File: config.mk
export PLATFORM = sky130hd
export DESIGN_NAME = dna_reader
export DESIGN_NICKNAME = d
export VERILOG_FILES = /design/src/rtl/dna_pkg.sv /design/src/rtl/dna_clk_div.sv /design/src/rtl/dna_reader.sv
export SDC_FILE = /design/constraint.sdc
export NUM_CORES = 1
export LEC_CHECK = 0
export BUFFER_PORTS_ARGS = -buffer_cell sky130_fd_sc_hd__clkbuf_2
export CORE_UTILIZATION = 40
export CTS_CLUSTER_SIZE = 28
export DETAILED_ROUTE_END_ITERATION = 8
export MAX_ROUTING_LAYER = met4
export PLACE_DENSITY_LB_ADDON = 0.08
export SYNTH_ARGS = -nofsm -noshare
export SYNTH_HDL_FRONTEND = slang
export SYNTH_SLANG_ARGS = --single-unit
File: constraint.sdc
create_clock -name clk -period 3.35 [get_ports clk]
set_clock_uncertainty 0.1 [all_clocks]
set_input_delay 0.5025 -clock clk [delete_from_list [all_inputs] [get_ports clk]]
set_output_delay 0.5025 -clock clk [all_outputs]
set_load 0.03 [all_outputs]
File: src/rtl/dna_pkg.sv
// dna_pkg: shared state encoding and constants for the device-DNA reader
package dna_pkg;
    typedef enum logic [1:0] {IDLE, LOAD, SHIFT, DONE} dna_state_e;
    localparam int DNA_WIDTH_7SERIES = 57;
    localparam int DNA_MAX_CLK_HZ    = 2_000_000;
endpackage

File: src/rtl/dna_clk_div.sv
// dna_clk_div: free-running divider producing the primitive clock and edge ticks
// clk, reset_n : system clock, async active-low reset
// dna_clk      : registered divided clock, period 2*CLK_DIV clk cycles
// rise_tick    : high in the clk cycle whose edge takes dna_clk 0->1
// fall_tick    : high in the clk cycle whose edge takes dna_clk 1->0
module dna_clk_div
    import dna_pkg::*;
#(
    parameter int CLK_DIV = 16
) (
    input  logic clk,
    input  logic reset_n,
    output logic dna_clk,
    output logic rise_tick,
    output logic fall_tick
);
    localparam int CW = $clog2(CLK_DIV);
    logic [CW-1:0] cnt;
    logic          tc;
    assign tc        = cnt == CW'(CLK_DIV - 1);
    assign rise_tick = tc & ~dna_clk;
    assign fall_tick = tc & dna_clk;
    always_ff @(posedge clk or negedge reset_n) begin
        if (!reset_n) begin
            cnt     <= '0;
            dna_clk <= 1'b0;
        end else begin
            cnt     <= tc ? '0 : cnt + CW'(1);
            dna_clk <= dna_clk ^ tc;
        end
    end
endmodule

File: src/rtl/dna_reader.sv
// dna_reader: reads a DNA_PORT-style serial ID MSB-first and publishes it atomically
// clk, reset_n        : system clock, async active-low reset
// start               : request a (re)read, ignored while busy
// busy, done          : read in progress / one-clk publish pulse
// id_valid, id        : published ID, MSB is the first bit shifted out
// dna_clk, dna_read, dna_shift, dna_din, dna_dout : primitive interface
module dna_reader
    import dna_pkg::*;
#(
    parameter int ID_WIDTH   = DNA_WIDTH_7SERIES,
    parameter int CLK_DIV    = 16,
    parameter bit AUTO_START = 1'b1,
    parameter bit ROTATE     = 1'b0
) (
    input  logic                clk,
    input  logic                reset_n,
    input  logic                start,
    output logic                busy,
    output logic                done,
    output logic                id_valid,
    output logic [ID_WIDTH-1:0] id,
    output logic                dna_clk,
    output logic                dna_read,
    output logic                dna_shift,
    output logic                dna_din,
    input  logic                dna_dout
);
    localparam int CW = $clog2(ID_WIDTH + 1);
    dna_state_e          state, state_n;
    logic                rise_tick, fall_tick;
    logic                req, req_n, read_n, shift_n, busy_n, done_n, valid_n, din_n;
    logic [CW-1:0]       cnt, cnt_n;
    logic [ID_WIDTH-1:0] shreg, shreg_n, id_n, shifted;

    dna_clk_div #(.CLK_DIV(CLK_DIV)) u_div (
        .clk       (clk),
        .reset_n   (reset_n),
        .dna_clk   (dna_clk),
        .rise_tick (rise_tick),
        .fall_tick (fall_tick)
    );

    assign shifted = (shreg << 1) | ID_WIDTH'(dna_dout);

    // The last capture publishes in the same cycle so the primitive never sees an extra shift edge
    always_comb begin
        state_n = state;
        req_n   = req | (start & ~busy);
        read_n  = dna_read;
        shift_n = dna_shift;
        busy_n  = busy;
        done_n  = 1'b0;
        valid_n = id_valid;
        id_n    = id;
        shreg_n = shreg;
        cnt_n   = cnt;
        din_n   = (ROTATE && fall_tick) ? dna_dout : dna_din;
        case (state)
            IDLE, DONE: if (fall_tick && req) begin
                state_n = LOAD;
                read_n  = 1'b1;
                busy_n  = 1'b1;
                req_n   = 1'b0;
            end
            LOAD: if (fall_tick) begin
                state_n = SHIFT;
                read_n  = 1'b0;
                shift_n = 1'b1;
                cnt_n   = '0;
            end
            SHIFT: if (rise_tick) begin
                shreg_n = shifted;
                cnt_n   = cnt + CW'(1);
                if (cnt == CW'(ID_WIDTH - 1)) begin
                    state_n = DONE;
                    shift_n = 1'b0;
                    id_n    = shifted;
                    valid_n = 1'b1;
                    done_n  = 1'b1;
                    busy_n  = 1'b0;
                end
            end
            default: state_n = IDLE;
        endcase
    end

    always_ff @(posedge clk or negedge reset_n) begin
        if (!reset_n) begin
            state     <= IDLE;
            req       <= AUTO_START;
            dna_read  <= 1'b0;
            dna_shift <= 1'b0;
            dna_din   <= 1'b0;
            busy      <= 1'b0;
            done      <= 1'b0;
            id_valid  <= 1'b0;
            id        <= '0;
            shreg     <= '0;
            cnt       <= '0;
        end else begin
            state     <= state_n;
            req       <= req_n;
            dna_read  <= read_n;
            dna_shift <= shift_n;
            dna_din   <= din_n;
            busy      <= busy_n;
            done      <= done_n;
            id_valid  <= valid_n;
            id        <= id_n;
            shreg     <= shreg_n;
            cnt       <= cnt_n;
        end
    end
endmodule

---- Word-level counts from Yosys, hierarchy flattened ----
Index checks and enable logic that the tools add are counted.
operators by class
  add/subtract/negate cells ............... 2
  eq/ne operators ......................... 9
  mux-type cells .......................... 22
  bitwise gates (word level) .............. 8
  reduce and logical (&&, ||, !) cells .... 13
operators by type and width
  kind                                                 count
  OR 57 x 1 -> 57 bit                                  1
  2-to-1 mux 6 bit                                     2
  one-hot mux 6 bit (2 select lines)                   1
  AND reduction 4 bit                                  3
  2-to-1 mux 1 bit                                     10
  AND reduction 3 bit                                  3
  2-to-1 mux 2 bit                                     4
  inequality test 2 bit, second input constant         4
  adder 6 x 1 -> 6 bit, second input constant          1
  equality test 6 bit, second input constant           1
  one-hot mux 1 bit (2 select lines)                   3
  one-hot mux 2 bit (3 select lines)                   1
  nonzero test 2 bit                                   3
  adder 4 x 1 -> 4 bit, second input constant          1
  equality test 2 bit, second input constant           2
  equality test 4 bit, second input constant           1
  2-to-1 mux 4 bit                                     1
  bitwise AND 1 bit                                    3
  equality test 2 x 1 -> 1 bit, second input constant  1
  zero test 2 bit                                      1
  NOT 1 bit                                            2
  AND reduction 2 bit                                  1
  OR reduction 2 bit                                   1
  logical AND 1 bit                                    1
  other kinds (2)                                      2
word-level totals
  bits in registers ....................... 132
  input bits .............................. 4
  output and inout port bits .............. 64
  word-level logic and storage cells ...... 66

---- Logic depth before layout (Yosys ltp) ----
  word-level depth ........................ 5
  depth in mapped cells ................... 8
  depth with buffers taken out ............ 7

---- Modules after synthesis ----
Synthesis repeated with hierarchy kept, for this count alone.
unflattened totals
  cells, all modules ...................... 335
  area total of the unflattened synthesis .. 5172.5 sq um
by module, submodules not included
  module       times used  cells each  area an instance (sq um)  seq. area each (sq um)
  dna_reader   1           317         4952.2                    3179.3
  dna_clk_div  1           18          220.2                     125.1

---- Worst setup path before layout ----
Ideal clock, no wire load.
  path type ............................... reg2reg
  start point ............................. register u_div.cnt[0]
  end point ............................... register shreg[15]
  library setup time ...................... 125 ps
  data arrival time ....................... 1959 ps
  data required time ...................... 3125 ps
  slack ................................... 1166 ps
  cell stages (with the launch flop) ...... 9
  buffers on the path ..................... 3
  clock period less this slack ............ 2184 ps
  cell sequence ........................... dfrtp_1 -> ha_1 -> and3_1 -> ha_1 -> buf_2 -> nand2_1 -> buf_2 -> buf_2 -> mux2_2
on the way
  cells in the longest elaborated chain, start to end .. 3
RTL lines
  item                           line               text
  from (decl)                    dna_clk_div.sv:18  logic [CW-1:0] cnt;
  from (signal assigned)         dna_clk_div.sv:28  cnt <= tc ? '0 : cnt + CW'(1);
  equality test 4 bit            dna_clk_div.sv:20  assign tc = cnt == CW'(CLK_DIV - 1);
  bitwise AND 1 bit              dna_clk_div.sv:21  assign rise_tick = tc & ~dna_clk;
  AND reduction 2 bit (no line)  --
  to (signal assigned)           dna_reader.sv:110  shreg <= shreg_n;
  to (decl)                      dna_reader.sv:33   logic [ID_WIDTH-1:0] shreg, shreg_n, id_n, shifted;
No other way between the ends.
A chain may end at the register's enable or synchronous reset.

---- Worst setup path after layout ----
  start point ............................. register u_div.cnt[0]
  end point ............................... register id[40]
on the way
  cells in the longest elaborated chain, start to end .. 3
RTL lines
  item                           line               text
  equality test 4 bit            dna_clk_div.sv:20
  bitwise AND 1 bit              dna_clk_div.sv:21
  AND reduction 3 bit (no line)  --
  to (signal assigned)           dna_reader.sv:109  id <= id_n;
  to (decl)                      dna_reader.sv:21   output logic [ID_WIDTH-1:0] id,
No other way between the ends.

==> metrics.csv <==
stage;metric;value;unit
outcome;outcome;complete, no violations;
synthesis;yosysTopAreaCell;dfrtp_1;
layout;final_cell_mix;dfrtp_1, mux2_2, clkbuf_2, clkbuf_16, o21ai_0;
setup_path;cp_common_cell;ha_1;
sta;fmax;0.4097;GHz
setup_path;worstSetupPathType;flop to flop;
synthesis;synthDistinctLibCells;28;
layout;fin_cells;599;
synthesis;synthAdderAreaFrac;1.691;%
synthesis;synth_ff_type;dfrtp_1;
global_routing;overflow;0;
global_routing;grt_max_degree;75;
sta;fin_crit_sh;72.86;%
place;io_buffers;66;
detailed_routing;vias;2871;
place;placed_area;5714;um^2
clock_tree;numCtsBuffers;17;
global_routing;track_usage;14.32;%
setup_path;critical_path_buf_inv_count;1;
synthesis;synthMuxAreaShare;25.36;%
clock_tree;clk_pin_slew_worst_paths;50;ps
global_routing;antenna_found_initial;0;
clock_tree;cts_max_level;4;
synthesis;ys_ff_latch;132;
pwr;power_density;544.3;nW/um^2
setup_path;crit_fanout;42;
synthesis;syn_area;5180;um^2
sta;finalMaxSlewViolations;0;
place;gp_congestion;0.7484;
setup_path;r2r_end;id[40]$_DFFE_PN0P_;
synthesis;post_synth.cell_area_avg;15.28;um^2
setup_path;crit_path_top_delay_cell;ha_1;
layout;layout-drive-gt1-share;51.29;%
clock_tree;cts_root_buf;clkbuf_16;
global_routing;grt_pass1_wl;13.94;mm
detailed_routing;via_per_inst;4.793;
detailed_routing;wirelength;8.480;mm
synthesis;synth-compound-area-share;2.319;%
die;die_area;13410;um^2
layout;fin_area;6294;um^2
sta;setup_tns;0;ps
setup_path;crit_path_start;u_div.cnt[0]$_DFF_PN0_;
synthesis;synth_top_family_by_area;multiplexers;
setup_path;worstRegToRegCells;6;
setup_path;start_kind;flop;
detailed_routing;drtAntennaViolNets;0;
setup_path;cp_data_required_time;3540;ps
die;fp.coreArea;12620;um^2
die;die_w;115.8;um
layout;antenna_cells;0;
detailed_routing;wl_per_cell;14.16;um
synthesis;syn-num-nets;350;
synthesis;synth_edf_count;0;
clock_tree;clkLatencyLatePin;410;ps
sta;slew_headroom;54.53;%
synthesis;ys_warn_count;0;
pwr;ir_drop;0.0003141;V
die;die_height;115.8;um
synthesis;synth_area_leaders;dfrtp_1, mux2_2, mux2_4;
sta;finalHoldViolCount;0;
clock_tree;tritoncts;built;
detailed_routing;drtIter0Drc;146;
clock_tree;cts.sinks;132;
synthesis;async_flop_share;100.0;%
setup_path;reg2reg_from;u_div.cnt[0]$_DFF_PN0_;
clock_tree;postCtsSetupRepairBufs;0;
setup_path;crit_path_end_kind;flop;
setup_path;crit_family;adder cells;
die;start_util;41.05;%
setup_path;slowest_delay;400;ps
setup_path;r2r_slack;910;ps
detailed_routing;firstDrtPassIters;4;
sta;rsz0062_at_grt;no;
detailed_routing;drc;0;
place;place_inst;567;
sta;setup_viol;0;
setup_path;path_cells;ha_1, and3_1, ha_1, nand3_4, buf_12, mux2_4;
sta;period_needed;2441;ps
clock_tree;ctsResizeCount;0;
layout;syn2layout_area_growth;21.50;%
sta;worst_slew_pin_slew;682.0;ps
run;maxCapViolCount;0;
layout;post-route-util;49.87;%
pwr;p_leak;3.376;nW
die;ios;68;
synthesis;syn_inst;339;
layout;nets;425;
setup_path;cp.arrival;2630;ps
synthesis;synth_top_area_share;63.29;%
layout;final_common_cell;dfrtp_1;
clock_tree;clk_path_buf_depth;2;
synthesis;synthXorXnorAreaFrac;0.8454;%
place;post-dp-hpwl;5.348;mm
global_routing;grt_pass1_vias;2823;
synthesis;seq_area_frac_synth;63.79;%
synthesis;yosys.area_share.simple;3.454;%
die;num_rows;41;
clock_tree;postCtsHoldBufs;0;
min_path;hold_path_class;input port to async pin;
[worst max path at each step]
stage,cells after the start,to
5_1_grt,6,id[41]$_DFFE_PN0P_
3_3_place_gp,6,id[12]$_DFFE_PN0P_
2_1_floorplan,8,shreg[15]$_DFFE_PN0P_
6_report,6,id[40]$_DFFE_PN0P_
3_5_place_dp,6,id[18]$_DFFE_PN0P_
4_1_cts,6,id[41]$_DFFE_PN0P_
[state kept, by name, summed over array words and instances, names as in the netlist]
| register | cells |
|---|---|
| busy | 1 |
| cnt | 6 |
| dna_read | 1 |
| dna_shift | 1 |
| done | 1 |
| id | 57 |
| id_valid | 1 |
| req | 1 |
| shreg | 56 |
| state | 2 |
| u_div.cnt | 4 |
| u_div.dna_clk | 1 |
[metrics by stage]
stage	hold WS (ps)	setup WS, ps	power (W)
after detailed placement	356.4	911.9	0.001668
after global routing	64.48	794.7	0.003543
after global placement	347.6	964.5	0.001668
after CTS	32.81	903.4	0.003474
after floorplan	106.9	1166	0.001631
final	10.23	909.0	0.003426
[logic make-up (layout without fill, tap and decap cells)]
family,count (synthesis),in the layout
compound gates,20,20
buf+inv,25,113
mux,114,114
simple gates,35,35
fa+ha+maj,7,7
xor+xnor,5,5
other cells,1,1
flops,132,132
[report_power, final]
group	switching, W	internal (W)
registers	0.000000638	0.00160
clock network	0.000643	0.00115
logic	0.0000342	0.00000568
[synth_stat cells, drive strengths merged, types with 2 or more instances]
| cell type | count |
|---|---|
| nand3 | 8 |
| xor2 | 5 |
| buf | 15 |
| ha | 7 |
| a22o | 2 |
| o21ai | 12 |
| nor2 | 7 |
| mux2 | 114 |
| nand2b | 5 |
| inv | 10 |
| nand4 | 2 |
| a31oi | 2 |
| nand2 | 9 |
| and3 | 2 |
| dfrtp | 131 |
[cell type report]
cell class	count	area, um^2
fill	1120	6326
sequential	132	3304
multi-input combinational	182	1758
clock buffer	22	474.2
timing repair buffer	71	399.1
tap	172	215.2
clock inverter	10	105.1
inverter	10	37.54
[worst reg2reg max path, cell delays in order (launching register included)]
cell     delay [ps]
dfrtp_1         390
ha_1            220
and3_1          230
ha_1            400
nand3_4         340
buf_12          310
mux2_4          350
[metal layers]
layer,track usage (%),vias up,wire length [um]
li1,-,1338,-
met1,18.15,1457,4065
met2,20.12,61,3834
met3,5.335,15,439
met4,6.923,0,141
met5,-,-,0
Note: power is estimated with default switching activity, not from simulation.
